==> config.mk <==
export PLATFORM = sky130hd
export DESIGN_NAME = reg_file_mp_flat
export DESIGN_NICKNAME = d
export VERILOG_FILES = /design/src/rtl/reg_file_mp_if.sv /design/src/rtl/reg_file_mp.sv /design/src/flat_wrapper.sv
export SDC_FILE = /design/constraint.sdc
export NUM_CORES = 2
export LEC_CHECK = 0
export CAP_MARGIN = 20
export CORE_MARGIN = 4
export CORE_UTILIZATION = 25
export DETAILED_ROUTE_END_ITERATION = 16
export PLACE_DENSITY = 0.48
export REMOVE_ABC_BUFFERS = 1
export SYNTH_ARGS = -nofsm -noshare
export SYNTH_HDL_FRONTEND = slang
export SYNTH_SLANG_ARGS = --single-unit
==> constraint.sdc <==
create_clock -name clk -period 3 [get_ports clk]
set_input_delay 0.3 -clock clk [delete_from_list [all_inputs] [get_ports clk]]
set_output_delay 0.3 -clock clk [all_outputs]
set_load 0.02 [all_outputs]
==> src/rtl/reg_file_mp_if.sv <==
// Bus bundle for the multi-port register file: write ports, read ports and scoreboard reserve.
// Widths are packed per port, so port k occupies slice [k*W +: W] of each vector.
interface reg_file_mp_if #(
    parameter int WORD_WIDTH  = 32,
    parameter int REG_NUM_LOG = 5,
    parameter int READ_PORTS  = 2,
    parameter int WRITE_PORTS = 2
);
    logic [WRITE_PORTS-1:0]             writeEnable;
    logic [WRITE_PORTS*REG_NUM_LOG-1:0] writeAddr;
    logic [WRITE_PORTS*WORD_WIDTH-1:0]  writeValue;
    logic [READ_PORTS*REG_NUM_LOG-1:0]  readAddr;
    logic [READ_PORTS*WORD_WIDTH-1:0]   readValue;
    logic [READ_PORTS-1:0]              readBusy;
    logic                               reserveEnable;
    logic [REG_NUM_LOG-1:0]             reserveAddr;

    modport master (
        output writeEnable, writeAddr, writeValue, readAddr, reserveEnable, reserveAddr,
        input  readValue, readBusy
    );

    modport slave (
        input  writeEnable, writeAddr, writeValue, readAddr, reserveEnable, reserveAddr,
        output readValue, readBusy
    );
endinterface

==> src/rtl/reg_file_mp.sv <==
// Multi-port register file with async clear, write-to-read bypass, highest-port-wins
// write priority and a per-register busy scoreboard for RAW hazard detection.
module reg_file_mp #(
    parameter int WORD_WIDTH  = 32,
    parameter int REG_NUM_LOG = 5,
    parameter int READ_PORTS  = 2,
    parameter int WRITE_PORTS = 2,
    parameter int ZERO_REG    = 1
) (
    input  logic          clk,
    input  logic          rst_n,
    reg_file_mp_if.slave  bus
);
    localparam int REG_NUM = 1 << REG_NUM_LOG;

    logic [WRITE_PORTS-1:0] wr_en;
    logic [REG_NUM_LOG-1:0] wr_addr [WRITE_PORTS];
    logic [WORD_WIDTH-1:0]  wr_data [WRITE_PORTS];

    logic [WORD_WIDTH-1:0]  regs_q [REG_NUM];
    logic [WORD_WIDTH-1:0]  regs_d [REG_NUM];
    logic [REG_NUM-1:0]     busy_q;
    logic [REG_NUM-1:0]     busy_d;

    // Strobes are masked by rst_n so the bypass cannot leak write data while held in reset.
    for (genvar k = 0; k < WRITE_PORTS; k++) begin : g_wr
        assign wr_en[k]   = bus.writeEnable[k] & rst_n;
        assign wr_addr[k] = bus.writeAddr[k*REG_NUM_LOG +: REG_NUM_LOG];
        assign wr_data[k] = bus.writeValue[k*WORD_WIDTH +: WORD_WIDTH];
    end

    // Ascending port scan lets the highest-numbered matching port override; reserve beats write clear.
    always_comb begin
        regs_d = regs_q;
        busy_d = busy_q;
        for (int r = 0; r < REG_NUM; r++) begin
            for (int k = 0; k < WRITE_PORTS; k++) begin
                if (wr_en[k] && (wr_addr[k] == REG_NUM_LOG'(r))) begin
                    regs_d[r] = wr_data[k];
                    busy_d[r] = 1'b0;
                end
            end
            if (bus.reserveEnable && (bus.reserveAddr == REG_NUM_LOG'(r))) begin
                busy_d[r] = 1'b1;
            end
        end
        if (ZERO_REG != 0) begin
            regs_d[0] = '0;
            busy_d[0] = 1'b0;
        end
    end

    always_ff @(posedge clk or negedge rst_n) begin
        if (!rst_n) begin
            for (int r = 0; r < REG_NUM; r++) begin
                regs_q[r] <= '0;
            end
            busy_q <= '0;
        end else begin
            regs_q <= regs_d;
            busy_q <= busy_d;
        end
    end

    // Busy is the stored bit only; bypassed data is treated as valid by decode regardless.
    for (genvar j = 0; j < READ_PORTS; j++) begin : g_rd
        logic [REG_NUM_LOG-1:0] rd_addr;
        logic [WORD_WIDTH-1:0]  rd_val;

        assign rd_addr = bus.readAddr[j*REG_NUM_LOG +: REG_NUM_LOG];

        always_comb begin
            rd_val = regs_q[rd_addr];
            for (int k = 0; k < WRITE_PORTS; k++) begin
                if (wr_en[k] && (wr_addr[k] == rd_addr)) begin
                    rd_val = wr_data[k];
                end
            end
            if ((ZERO_REG != 0) && (rd_addr == '0)) begin
                rd_val = '0;
            end
        end

        assign bus.readValue[j*WORD_WIDTH +: WORD_WIDTH] = rd_val;
        assign bus.readBusy[j]                           = busy_q[rd_addr];
    end
endmodule

==> src/flat_wrapper.sv <==
// flat-port wrapper written by rule: the top's interface ports become plain ports
module reg_file_mp_flat 
#(
    parameter int WORD_WIDTH  = 32,
    parameter int REG_NUM_LOG = 5,
    parameter int READ_PORTS  = 2,
    parameter int WRITE_PORTS = 2,
    parameter int ZERO_REG    = 1
)
  (clk, rst_n, bus_writeEnable, bus_writeAddr, bus_writeValue, bus_readAddr, bus_reserveEnable, bus_reserveAddr, bus_readValue, bus_readBusy);
  reg_file_mp_if #(.WORD_WIDTH(WORD_WIDTH), .REG_NUM_LOG(REG_NUM_LOG), .READ_PORTS(READ_PORTS), .WRITE_PORTS(WRITE_PORTS)) bus_i ();
  input  logic clk;
  input  logic rst_n;
  input wire logic [$bits(bus_i.writeEnable)-1:0] bus_writeEnable;
  input wire logic [$bits(bus_i.writeAddr)-1:0] bus_writeAddr;
  input wire logic [$bits(bus_i.writeValue)-1:0] bus_writeValue;
  input wire logic [$bits(bus_i.readAddr)-1:0] bus_readAddr;
  input wire logic [$bits(bus_i.reserveEnable)-1:0] bus_reserveEnable;
  input wire logic [$bits(bus_i.reserveAddr)-1:0] bus_reserveAddr;
  output wire logic [$bits(bus_i.readValue)-1:0] bus_readValue;
  output wire logic [$bits(bus_i.readBusy)-1:0] bus_readBusy;
  assign bus_i.writeEnable = bus_writeEnable;
  assign bus_i.writeAddr = bus_writeAddr;
  assign bus_i.writeValue = bus_writeValue;
  assign bus_i.readAddr = bus_readAddr;
  assign bus_i.reserveEnable = bus_reserveEnable;
  assign bus_i.reserveAddr = bus_reserveAddr;
  assign bus_readValue = bus_i.readValue;
  assign bus_readBusy = bus_i.readBusy;
  reg_file_mp #(.WORD_WIDTH(WORD_WIDTH), .REG_NUM_LOG(REG_NUM_LOG), .READ_PORTS(READ_PORTS), .WRITE_PORTS(WRITE_PORTS), .ZERO_REG(ZERO_REG)) u_core (.clk(clk), .rst_n(rst_n), .bus(bus_i));
endmodule
==> results.json <==
{
  "run_status": "finished with violations",
  "violations": "negative setup slack",
  "drcViolationCount": 0,
  "max_freq_mhz": 327,
  "clock_sinks": 1023,
  "synth_async_sr_flop_share": 1.00,
  "setup_viol": 8,
  "fin_nets": 7020,
  "hp-class": "input port to flop",
  "ys_top_cells_by_count": "1635 x mux2i_1, 1023 x dfrtp_1, 673 x nand2_1",
  "ys_seq_area_frac": 0.388,
  "grt_pass1_wl_um": 443000,
  "rows": 188,
  "endpoint_kind": "output pin",
  "yosys_warnings": 0,
  "detail_route.iter0.violations": 5978,
  "root_buffer": "clkbuf_16",
  "fin_ws_ps": -61.0,
  "grt_max_degree": 149,
  "initial_utilization": 0.251,
  "dp_slack_ps": -617,
  "netlist.area_leader.share": 0.388,
  "skew_ps": 0,
  "die_y_um": 521,
  "clk_pin_slew_ps": 60,
  "synthFlopType": "dfrtp_1",
  "leakage_nw": 34.7,
  "antenna_found_initial": 19,
  "yosys-mux-area-fraction": 0.310,
  "cap_violations": 0,
  "grt_usage": 0.222,
  "die_w_um": 521,
  "coreArea_um2": 262000,
  "drive_gt1_frac": 0.213,
  "hold_ws_ps": 178,
  "vias": 58000,
  "dp_hpwl_um": 199000,
  "synthXorXnorAreaFrac": 0.00239,
  "synth_top_family_by_area": "multiplexers",
  "clk_latency_ps": 770,
  "synth.area.top_cells": "dfrtp_1 39%, mux2i_1 25%, mux4_2 5.0%",
  "hold_violations": 0,
  "period_share": 1.02,
  "powerDensity_nw_per_um2": 579,
  "drt_wl_total_um": 314000,
  "die_area_um2": 272000,
  "cp.arrival_ps": 2760,
  "synth_compound_area_frac": 0.146,
  "crit_path_start": "u_core.regs_q[818]",
  "clockBufferDepth": 3,
  "ir_worst_vdd_mv": 0.539,
  "maxSlewHeadroom": 0.360,
  "synth-seq-cells": 1023,
  "routedWlPerCell_um": 29.7,
  "cts_tree": "done",
  "report.final.slew_viol_count": 0,
  "rsz0062_at_grt": "yes",
  "vias_per_cell": 5.49,
  "required_ps": 2700,
  "syn_inst": 6843,
  "synth_area_per_cell_um2": 9.63,
  "hp-start": "bus_writeValue[42]",
  "netlist.top_cell.by_area": "dfrtp_1",
  "min_period_ps": 3060,
  "r2r_start": "u_core.regs_q[846]",
  "drt.antenna.violating_nets": 0,
  "path_class": "flop to output pin",
  "synth_most_common_cell": "mux2i_1",
  "synth_area_um2": 65900,
  "io_buffers": 159,
  "yosys.area_share.simple": 0.0957,
  "synth_edf_count": 0,
  "place.gp.congestion": 0.886,
  "crit_path_max_fanout": 3,
  "boundaryPins": 160,
  "grt-ovfl-total": 0,
  "startpoint_type": "flop",
  "numCtsBuffers": 118,
  "synthDistinctLibCells": 45,
  "grt_pass1_vias": 57500,
  "tightest_slew_ps": 960,
  "cts_max_level": 3,
  "drt_pass1_iterations": 8,
  "syn2layout_area_growth_pct": 25.8,
  "synthAdderAreaFrac": 0,
  "nFillCells": 26700
}
-- kinds of logic (layout without fill, tap and decap cells) --
logic type | after synthesis | after routing
AOI/OAI and AO/OA | 1606 | 1606
xor gates and xnor gates | 18 | 18
buffers and inverters | 868 | 1056
DFF | 1023 | 1023
muxes | 1848 | 1848
other | 0 | 12
and+or+nand+nor | 1480 | 1480
-- critical path, cell delays in order (launching register included) --
cell,delay [ps]
dfrtp_1,380
mux4_2,260
nor2b_1,50
nor3_1,170
a311oi_1,80
buf_4,200
o41ai_4,630
buf_12,190
-- path summary, 6_finish.rpt --
| check | slack [ps] | to | depth (start not counted) |
|---|---|---|---|
| worst max register to register | 2030 | u_core.regs_q[846] | 4 |
| max in group asynchronous | 550 | u_core.regs_q[833] | 5 |
| worst min register to register | 520 | u_core.busy_q[7] | 1 |
| worst max-delay path | -60 | bus_readValue[18] | 7 |
| min in group asynchronous | 400 | u_core.regs_q[450] | 3 |
| worst min-delay path | 180 | u_core.regs_q[42] | 3 |
-- final cells by class --
type                            count  area (um^2)  share of cell area
Sequential cell                  1023        25600               0.309
Antenna cell                       12         30.0            0.000362
Timing Repair Buffer              829         9390               0.113
Clock inverter                     62          761             0.00917
Tap cell                         3515         4400              0.0530
Inverter                            2         7.51           0.0000905
Clock buffer                      163         3390              0.0409
Multi-Input combinational cell   4952        39400               0.475
-- cell usage in the layout (no fill, tap or decap), drive strengths merged, types with 22 or more instances in the layout --
cell type and count:
o22ai 256, mux2i 1635, a311oi 64, nand2 673
o41ai 62, nor2b 74, a22o 22, mux2 67
clkbuf 171, clkdlybuf4s50 75, nand2b 80, clkinv 40
a21oi 352, o21ai 640, dfrtp 1023, nor3 199
buf 737, nor2 412, a32oi 64, mux4 146
a221oi 63, a22oi 64
-- where the power goes --
part / switching, mW / leakage, nW / total, mW / internal [mW]
Clock: 6.68 / 2.05 / 15.7 / 9.04
Combinational: 6.34 / 19.7 / 12.5 / 6.20
Sequential: 2.71 / 13.0 / 19.8 / 17.1
-- repair_timing --
action,CTS,global route
gates cloned,3,4
hold buffers,1,0
endpoints found under the hold margin,51,0
setup endpoints to repair,66,67
buffers inserted,22,32
pin swaps,83,53
resized for setup,289,144
-- registers in the layout, summed over array words and instances, names as in the netlist --
register,count
u_core.regs_q,992
u_core.busy_q,31
-- stage by stage --
step                      std cells  power (mW)  utilization  instance area [um^2]  TNS, ps
after floorplan                5977        26.0            -                 62100  -821550
after global placement        10300        31.0        0.289                 75800   -22310
after detailed placement      10300        31.5        0.289                 75900   -17910
after CTS                     10500        47.7        0.312                 81800     -897
after global routing          10500        50.2        0.316                 82900    -1300
final                         10600        48.0        0.316                 82900     -258
-- routing by layer --
layer  wire [um]  share of wire  global-route usage
met5         120        0.00038                   0
met4       17500          0.056               0.114
met3       24300          0.077              0.0396
met2      145000           0.46               0.360
met1      127000           0.40               0.283
(Power assumes the default switching activity.)
